File: src/rtl/kernel_harness_ctrl.sv
// rtl/kernel_harness_ctrl.sv - preload / run / drain sequencer for an HLS kernel and its RAM2
// Holds the kernel in reset while the host preloads RAM2, runs it until valid or timeout, then streams a result window.
module kernel_harness_ctrl #(
  parameter int ADDR_W  = 5,
  parameter int DATA_W  = 32,
  parameter int TIMEOUT = 1024
) (
  input  logic              clk,
  input  logic              rst,
  input  logic              load_valid,
  output logic              load_ready,
  input  logic [ADDR_W-1:0] load_addr,
  input  logic [DATA_W-1:0] load_data,
  input  logic              start,
  input  logic [ADDR_W-1:0] rd_base,
  input  logic [ADDR_W:0]   rd_count,
  output logic              kernel_rst,
  input  logic              kernel_valid,
  output logic [ADDR_W-1:0] mem_wr_addr,
  output logic [DATA_W-1:0] mem_wr_data,
  output logic              mem_wr_en,
  output logic [ADDR_W-1:0] mem_rd_addr,
  input  logic [DATA_W-1:0] mem_rd_data,
  output logic              out_valid,
  input  logic              out_ready,
  output logic [DATA_W-1:0] out_data,
  output logic              out_last,
  output logic              done,
  output logic              error
);

  localparam int CNT_W = $clog2(TIMEOUT);

  typedef enum logic [1:0] {IDLE, ARM, RUN, DRAIN} state_t;

  state_t              state_q, state_d;
  logic [CNT_W-1:0]    cnt_q, cnt_d;
  logic [ADDR_W:0]     idx_q, idx_d;
  logic [ADDR_W-1:0]   base_q, base_d;
  logic [ADDR_W:0]     count_q, count_d;
  logic [ADDR_W-1:0]   wr_addr_q, wr_addr_d;
  logic [DATA_W-1:0]   wr_data_q, wr_data_d;
  logic                wr_en_q, wr_en_d;
  logic [ADDR_W-1:0]   rd_addr_q, rd_addr_d;
  logic                done_q, done_d;
  logic                error_q, error_d;

  always_ff @(posedge clk) begin
    if (rst) begin
      state_q   <= IDLE;
      cnt_q     <= '0;
      idx_q     <= '0;
      base_q    <= '0;
      count_q   <= '0;
      wr_addr_q <= '0;
      wr_data_q <= '0;
      wr_en_q   <= 1'b0;
      rd_addr_q <= '0;
      done_q    <= 1'b0;
      error_q   <= 1'b0;
    end else begin
      state_q   <= state_d;
      cnt_q     <= cnt_d;
      idx_q     <= idx_d;
      base_q    <= base_d;
      count_q   <= count_d;
      wr_addr_q <= wr_addr_d;
      wr_data_q <= wr_data_d;
      wr_en_q   <= wr_en_d;
      rd_addr_q <= rd_addr_d;
      done_q    <= done_d;
      error_q   <= error_d;
    end
  end

  always_comb begin
    state_d    = state_q;
    cnt_d      = cnt_q;
    idx_d      = idx_q;
    base_d     = base_q;
    count_d    = count_q;
    wr_addr_d  = wr_addr_q;
    wr_data_d  = wr_data_q;
    wr_en_d    = 1'b0;
    rd_addr_d  = rd_addr_q;
    done_d     = 1'b0;
    error_d    = 1'b0;
    load_ready = 1'b0;
    kernel_rst = 1'b1;
    out_valid  = 1'b0;
    out_last   = 1'b0;

    case (state_q)
      IDLE: begin
        load_ready = !start && !rst;
        if (start) begin
          base_d  = rd_base;
          count_d = rd_count;
          state_d = ARM;
        end else if (load_valid && load_ready) begin
          wr_en_d   = 1'b1;
          wr_addr_d = load_addr;
          wr_data_d = load_data;
        end
      end
      ARM: begin
        cnt_d   = '0;
        state_d = RUN;
      end
      RUN: begin
        kernel_rst = 1'b0;
        cnt_d      = cnt_q + CNT_W'(1);
        if (kernel_valid) begin
          idx_d   = '0;
          state_d = DRAIN;
        end else if (cnt_q == CNT_W'(TIMEOUT - 1)) begin
          done_d  = 1'b1;
          error_d = 1'b1;
          state_d = IDLE;
        end
      end
      DRAIN: begin
        kernel_rst = 1'b0;
        out_valid  = idx_q < count_q;
        out_last   = out_valid && (idx_q == count_q - (ADDR_W+1)'(1));
        if (!out_valid || (out_ready && out_last)) begin
          done_d  = 1'b1;
          state_d = IDLE;
        end else if (out_ready) begin
          idx_d = idx_q + (ADDR_W+1)'(1);
        end
      end
      default: state_d = IDLE;
    endcase

    // Read address is registered, so it tracks the index the next cycle will present.
    if (state_q == RUN || state_q == DRAIN) begin
      rd_addr_d = base_q + idx_d[ADDR_W-1:0];
    end
  end

  assign mem_wr_addr = wr_addr_q;
  assign mem_wr_data = wr_data_q;
  assign mem_wr_en   = wr_en_q;
  assign mem_rd_addr = rd_addr_q;
  assign out_data    = mem_rd_data;
  assign done        = done_q;
  assign error       = error_q;

endmodule
File: config.mk
export PLATFORM = sky130hd
export DESIGN_NAME = kernel_harness_ctrl
export DESIGN_NICKNAME = d
export VERILOG_FILES = /design/src/rtl/kernel_harness_ctrl.sv
export SDC_FILE = /design/constraint.sdc
export NUM_CORES = 1
export LEC_CHECK = 0
export CAP_MARGIN = 30
export CORE_UTILIZATION = 42
export CTS_CLUSTER_DIAMETER = 150
export CTS_CLUSTER_SIZE = 40
export DETAILED_ROUTE_END_ITERATION = 8
export PLACE_DENSITY = 0.8
export SETUP_SLACK_MARGIN = 0.05
export SYNTH_ARGS = -nofsm -noshare
export SYNTH_HDL_FRONTEND = slang
export SYNTH_SLANG_ARGS = --single-unit
export TNS_END_PERCENT = 10
File: constraint.sdc
create_clock -name clk -period 4 [get_ports clk]
set_input_delay 0.6 -clock clk [delete_from_list [all_inputs] [get_ports clk]]
set_output_delay 0.6 -clock clk [all_outputs]
set_load 0.1 [all_outputs]
Word-level counts from Yosys, hierarchy flattened
Index checks and enable logic that the tools add are counted.
- register bits: 74
- latch bits: 0
- bits in writable memories: 0
- memory bits (read-only): 0
- input port bits: 86
- output and inout port bits: 81
- logic and storage cells: 69
- memories kept: 0
- add/subtract/negate cells: 4
- multipliers: 0
- divide/modulo/power cells: 0
- $lt $le $gt $ge: 1
- equality and inequality tests: 11
- shifts and indexed selects: 0
- muxes and demuxes: 19
- bitwise operators: 3
- reductions and logical operators: 19
- operator list (operator ; number):
    $pmux 10 s2 ; 1
    $mux 6 ; 3
    $pmux 6 s2 ; 1
    $add 10x1->10 const B ; 1
    $eq 10x10->1 const B ; 1
    $ne 2x2->1 const B ; 5
    $mux 1 ; 8
    $mux 2 ; 4
    $pmux 2 s4 ; 1
    $add 6x1->6 const B ; 1
    $eq 6x6->1 ; 1
    $lt 6x6->1 ; 1
    $reduce_and 3->1 ; 2
    $sub 6x1->6 const B ; 1
    $add 5x5->5 ; 1
    $eq 2x2->1 const B ; 2
    $logic_and 1x1->1 ; 4
    $reduce_and 4->1 ; 1
    $reduce_bool 2->1 ; 2
    $reduce_or 2->1 ; 2
    $logic_not 1->1 ; 3
    $ne 3x3->1 const B ; 1
    $not 1->1 ; 3
    $reduce_or 3->1 ; 1
    5 further kinds ; 6

Logic depth before layout (Yosys ltp)
- depth in word-level cells: 8
- gate-level depth with buffers: 17
- mapped depth without buffers: 16

Worst setup path after synthesis
No wires, ideal clock.
- kind: register to register
- start: register count_q[1]
- end: register rd_addr_q[4] (netlist: mem_rd_addr[4])
- library setup time: 0.060 ns
- data arrival time: 3.493 ns
- data required time: 3.940 ns
- path slack: 0.447 ns
- cell stages (with the launch flop): 16
- path buffers: 0
- period minus slack after synthesis: 3.553 ns
- cells stage by stage: dfxtp_1 > inv_1 > ha_1 > nand2_1 > o41ai_1 > a21oi_1 > nand3_1 > nand3_1 > ha_1 > fa_1 > a21o_1 > a211oi_1 > a2bb2o_1 > a211oi_1 > mux2i_1 > nand2_1
- longest elaborated chain between the ends: 8
- elaborated cells on any way between the ends: 10
- classes of those cells: add/sub: 2; order compare: 1; eq/ne: 1; mux: 2; reduce/logical: 4
- RTL lines (what ; RTL line ; text):
    start: declaration ; 40 ; logic [ADDR_W:0] count_q, count_d;
    start signal: assignment ; 66 ; count_q <= count_d;
    $sub 6x1->6 ; 125 ; out_last = out_valid && (idx_q == count_q - (ADDR_W+1)'(1));
    $eq 6x6->1 ; 125 ;
    $logic_and 1x1->1 ; 125 ;
    $logic_and 1x1->1 ; 126 ; if (!out_valid || (out_ready && out_last)) begin
    $logic_or 1x1->1 * ; 126 ;
    $mux 6 * ; 126 ;
    $pmux 6 s2 * ; 93 ; case (state_q)
    net idx_d[0] ; 38 ; logic [ADDR_W:0] idx_q, idx_d;
    $add 5x5->5 * ; 138 ; rd_addr_d = base_q + idx_d[ADDR_W-1:0];
    end signal: assignment ; 70 ; rd_addr_q <= rd_addr_d;
    end: declaration ; 44 ; logic [ADDR_W-1:0] rd_addr_q, rd_addr_d;
Mark *: on every way through the listed nets, which the timed path passes. The rest lies on a longest branch. The select of a mux whose other input is x is not followed.
A chain may end at the register's enable or synchronous reset.

Worst setup path after layout
Ends and elaborated chain as after synthesis.

==> metrics.log <==
[metrics] antenna violations before repair: 0
[metrics] Highest Signal Layer: met4
[metrics] I/O Buffers: 102
[metrics] data arrival time at the worst-slack endpoint: 3.95 ns
[metrics] syn avg cell area: 8.10 um2
[metrics] achievable frequency: 0.274 GHz
[metrics] Worst Setup Slack post-DPL: 0.247 ns
[metrics] Peak supply drop: 0.219 mV
[metrics] Routed wire per std cell: 13.6 um
[metrics] root buffer cell: clkbuf_8
[metrics] sink of the worst hold path: mem_rd_addr[1]$_SDFFE_PP0N_
[metrics] die footprint: 0.00945 mm2
[metrics] Primary FF master, synth: dfxtp_1
[metrics] slew at the pin closest to its max-slew limit: 1.02 ns
[metrics] hold path startpoint: mem_rd_addr[1]$_SDFFE_PP0N_
[metrics] RD Place Congestion: 0.831
[metrics] share of post-route cells with drive strength above 1: 7.24%
[metrics] library cell with the largest summed area after synthesis: dfxtp_1
[metrics] areal power density over the cells: 464 mW/mm2
[metrics] Mapped Cells: 470
[metrics] deepest clock path buffer count: 2
[metrics] Async SR Flop Fraction: 0%
[metrics] TritonRoute pass-1 iters: 4
[metrics] CP max FO: 6
[metrics] total global routing overflow: 0
[metrics] Die Ht: 97.2 um
[metrics] number of different library cells in the post-synthesis netlist: 50
[metrics] Yosys warning total: 0
[metrics] sort of element at the start of the critical path: flop
[metrics] overall routing resource usage: 19.2%
[metrics] WP buf/inv: 2
[metrics] sequential fraction of the synthesis area: 38.9%
[metrics] 1st-iter DRT viols: 143
[metrics] largest stage delay on the critical path: 0.50 ns
[metrics] met1 routed wirelength after detailed routing: 3.82 mm
[metrics] Hold Path Depth: 2
[metrics] Most common cell on crit path: ha_1
[metrics] Slew Limit Headroom: 32.1%
[metrics] register-to-register setup slack: 0.34 ns
[metrics] total wire length after detailed routing: 8.82 mm
[metrics] run status: complete, no violations
[metrics] number of filler instances in the final layout: 781
[metrics] netlist area before placement: 0.00381 mm2
[metrics] number of flops mapped to enable cells by yosys: 0
[metrics] number of cells traversed by the worst register-to-register path: 16
[metrics] vias in the first global route: 3323
[metrics] type of the most critical hold path: flop to flop
[metrics] count of H-tree levels built during CTS: 3
[metrics] leading cell types by count after synthesis: nand2_1 (80), dfxtp_1 (74), nand2b_1 (42)
[metrics] Ports: 167
[metrics] post-synthesis to final-layout area growth: 29.5%
[metrics] post-route clock skew: 0.00923 ns
[metrics] clock tree from TritonCTS: built
[metrics] met2 layer wire length in the routed design: 4.46 mm
[metrics] top cell family by delay on the critical path: compound AO/OA/AOI/OAI gates
[metrics] top area cells in the synthesized netlist: dfxtp_1 (39%), nand2_1 (7.9%), nand2b_1 (6.9%)
[metrics] cell with the largest stage delay on the worst path: or4_4
[metrics] placeable core area: 0.00876 mm2
[metrics] diode count: 0
[metrics] most frequent cell after synthesis: nand2_1
[metrics] post-synthesis register bit count: 74
[metrics] worst setup slack after layout: 0.345 ns
[metrics] RSZ-0062 raised after global routing: no
[metrics] TritonCTS buffer count: 9
[metrics] die width: 97.2 um
[metrics] length of routed met3 wiring: 368 um
[metrics] min cycle time layout: 3.66 ns
[metrics] CTS clk-pin slew, worst paths: 0.08 ns
[metrics] wire length of the first global-routing pass: 14.9 mm
[metrics] number of pins with negative max-slew slack in the final report: 0
[metrics] Worst-Skew Late Latency: 0.35 ns
[metrics] maximum capacitance violations: 0
[metrics] static leakage power: 1.83 nW
[metrics] critical path class: flop to flop
[metrics] initial core utilization: 43.5%
[metrics] launch point of the worst reg-to-reg path: count_q[1]$_SDFFE_PP0P_
[metrics] Remaining DRCs: 0
[metrics] portion of synthesized cell area occupied by the leading cell type: 38.9%
[metrics] Synth Net Count: 573
[metrics] setup TNS after final layout: 0 ns
[metrics] data required time of the critical path: 4.29 ns
[metrics] worst r2r dst: mem_rd_addr[4]$_SDFFE_PP0N_
[metrics] layout net count: 637
[metrics] vias post-DR: 3324
[metrics] site row count: 34
[metrics] final count of negative-setup-slack endpoints: 0
[metrics] Clock Sinks: 74
[metrics] CP Capture Type: flop
[metrics] critical path, cell by cell: inv_1 -> ha_1 -> and3_1 -> o221ai_1 -> o41ai_1 -> buf_4 -> a21o_4 -> or4_4 -> nand3_1 -> ha_1 -> a21oi_1 -> a21boi_0 -> a2bb2o_1 -> a211oi_1 -> mux2i_1 -> nand2_1
[metrics] maximum number of pins on one net before global-route repair: 72
[metrics] number of buffers inserted to repair setup after CTS: 0
[metrics] post-detailed-route via-to-cell ratio: 5.14
[metrics] ratio of final minimum period to clock period: 91.4%
[metrics] sum of net half-perimeters after detailed placement: 6.45 mm
[metrics] Fin. Hold Viols: 0
[metrics] Antenna Nets Post-Route: 0
==> metrics by stage <==
stage / power, mW / hold WS, ns / instance area, um2 / util (%) / instances
3_5_place_dp: 1.60 / 0.451 / 4680 / 53.4 / 631
6_report: 2.29 / 0.458 / 4930 / 56.3 / 647
5_1_grt: 2.40 / 0.482 / 4930 / 56.3 / 647
4_1_cts: 2.31 / 0.461 / 4920 / 56.2 / 647
3_3_place_gp: 1.58 / 0.447 / 4650 / 53.1 / 630
2_1_floorplan: 1.54 / 0.441 / 3810 / - / 470
==> worst register-to-register path: cells and delay by family (launching register included) <==
family	cells	cell delay (ns)
flip-flops	1	0.38
multiplexers	1	0.11
AND/OR/NAND/NOR	4	0.92
adder cells (fa/ha/maj)	2	0.46
buffers and inverters	2	0.25
AO/OA/AOI/OAI	7	1.49
==> how the worst max path moves through the flow <==
stage | from | end | slack [ns] | depth (start not counted)
floorplan | count_q[1]$_SDFFE_PP0P_ | mem_rd_addr[4]$_SDFFE_PP0N_ | 0.45 | 15
global placement | count_q[0]$_SDFFE_PP0P_ | mem_rd_addr[4]$_SDFFE_PP0N_ | 0.37 | 16
detailed placement | count_q[0]$_SDFFE_PP0P_ | mem_rd_addr[4]$_SDFFE_PP0N_ | 0.25 | 16
CTS | idx_q[1]$_SDFF_PP0_ | mem_rd_addr[4]$_SDFFE_PP0N_ | 0.18 | 14
global route | count_q[1]$_SDFFE_PP0P_ | mem_rd_addr[4]$_SDFFE_PP0N_ | 0.07 | 16
finish | count_q[1]$_SDFFE_PP0P_ | mem_rd_addr[4]$_SDFFE_PP0N_ | 0.34 | 16
==> registers in the layout, summed over array words and instances, names as in the netlist <==
signal	flops
mem_wr_addr	5
state_q	2
error	1
idx_q	6
mem_wr_en	1
base_q	5
mem_wr_data	32
cnt_q	10
count_q	6
done	1
mem_rd_addr	5
==> routing by layer <==
layer | global-route usage (%) | up-vias
met5 | 0 | -
met4 | 7.69 | 0
met3 | 4.60 | 25
met2 | 33.3 | 65
met1 | 22.7 | 1543
li1 | - | 1691
==> where the power goes <==
part / switching (mW) / total (mW) / internal (mW)
Clock: 0.288 / 0.705 / 0.417
Combinational: 0.517 / 0.748 / 0.230
Sequential: 0.0408 / 0.835 / 0.795
==> cells in the final DEF, fill, tap and decap left out, types with 9 or more instances in the layout <==
master | netlist | routed
a21oi_1 | 28 | 28
buf_4 | 33 | 10
clkbuf_8 | 0 | 9
clkdlybuf4s50_1 | 0 | 97
dfxtp_1 | 74 | 71
ha_1 | 16 | 16
inv_1 | 14 | 14
nand2_1 | 80 | 80
nand2b_1 | 42 | 42
nand3_1 | 18 | 18
nor2_1 | 20 | 20
o21ai_0 | 39 | 38
xor2_1 | 10 | 10
==> final cells by class <==
cell class                      count  area (um2)  area share [%]
Multi-Input combinational cell    326        1940            39.3
Tap cell                          108         135            2.74
Inverter                           14        52.6            1.07
Sequential cell                    74        1490            30.1
Timing Repair Buffer              109        1080            21.9
Clock buffer                       10         128            2.59
Clock inverter                      6         114            2.31
==> cells by family (layout without fill, tap and decap cells) <==
logic type                 count (synthesis)  in the layout  share of synthesized area (%)
AOI/OAI and AO/OA                         96             96                           15.1
muxes                                      6              6                           1.61
buffers and inverters                     70            139                           10.4
xor gates and xnor gates                  16             16                           3.68
adders and majority gates                 17             17                           5.78
and+or+nand+nor                          191            191                           24.5
DFF                                       74             74                           38.9
==> timing repair <==
action | CTS | global route
endpoints found under the setup margin | 0 | 1
hold buffers | 0 | 0
gates resized for setup | 0 | 5
No activity file was read; power rests on OpenSTA's default activity.
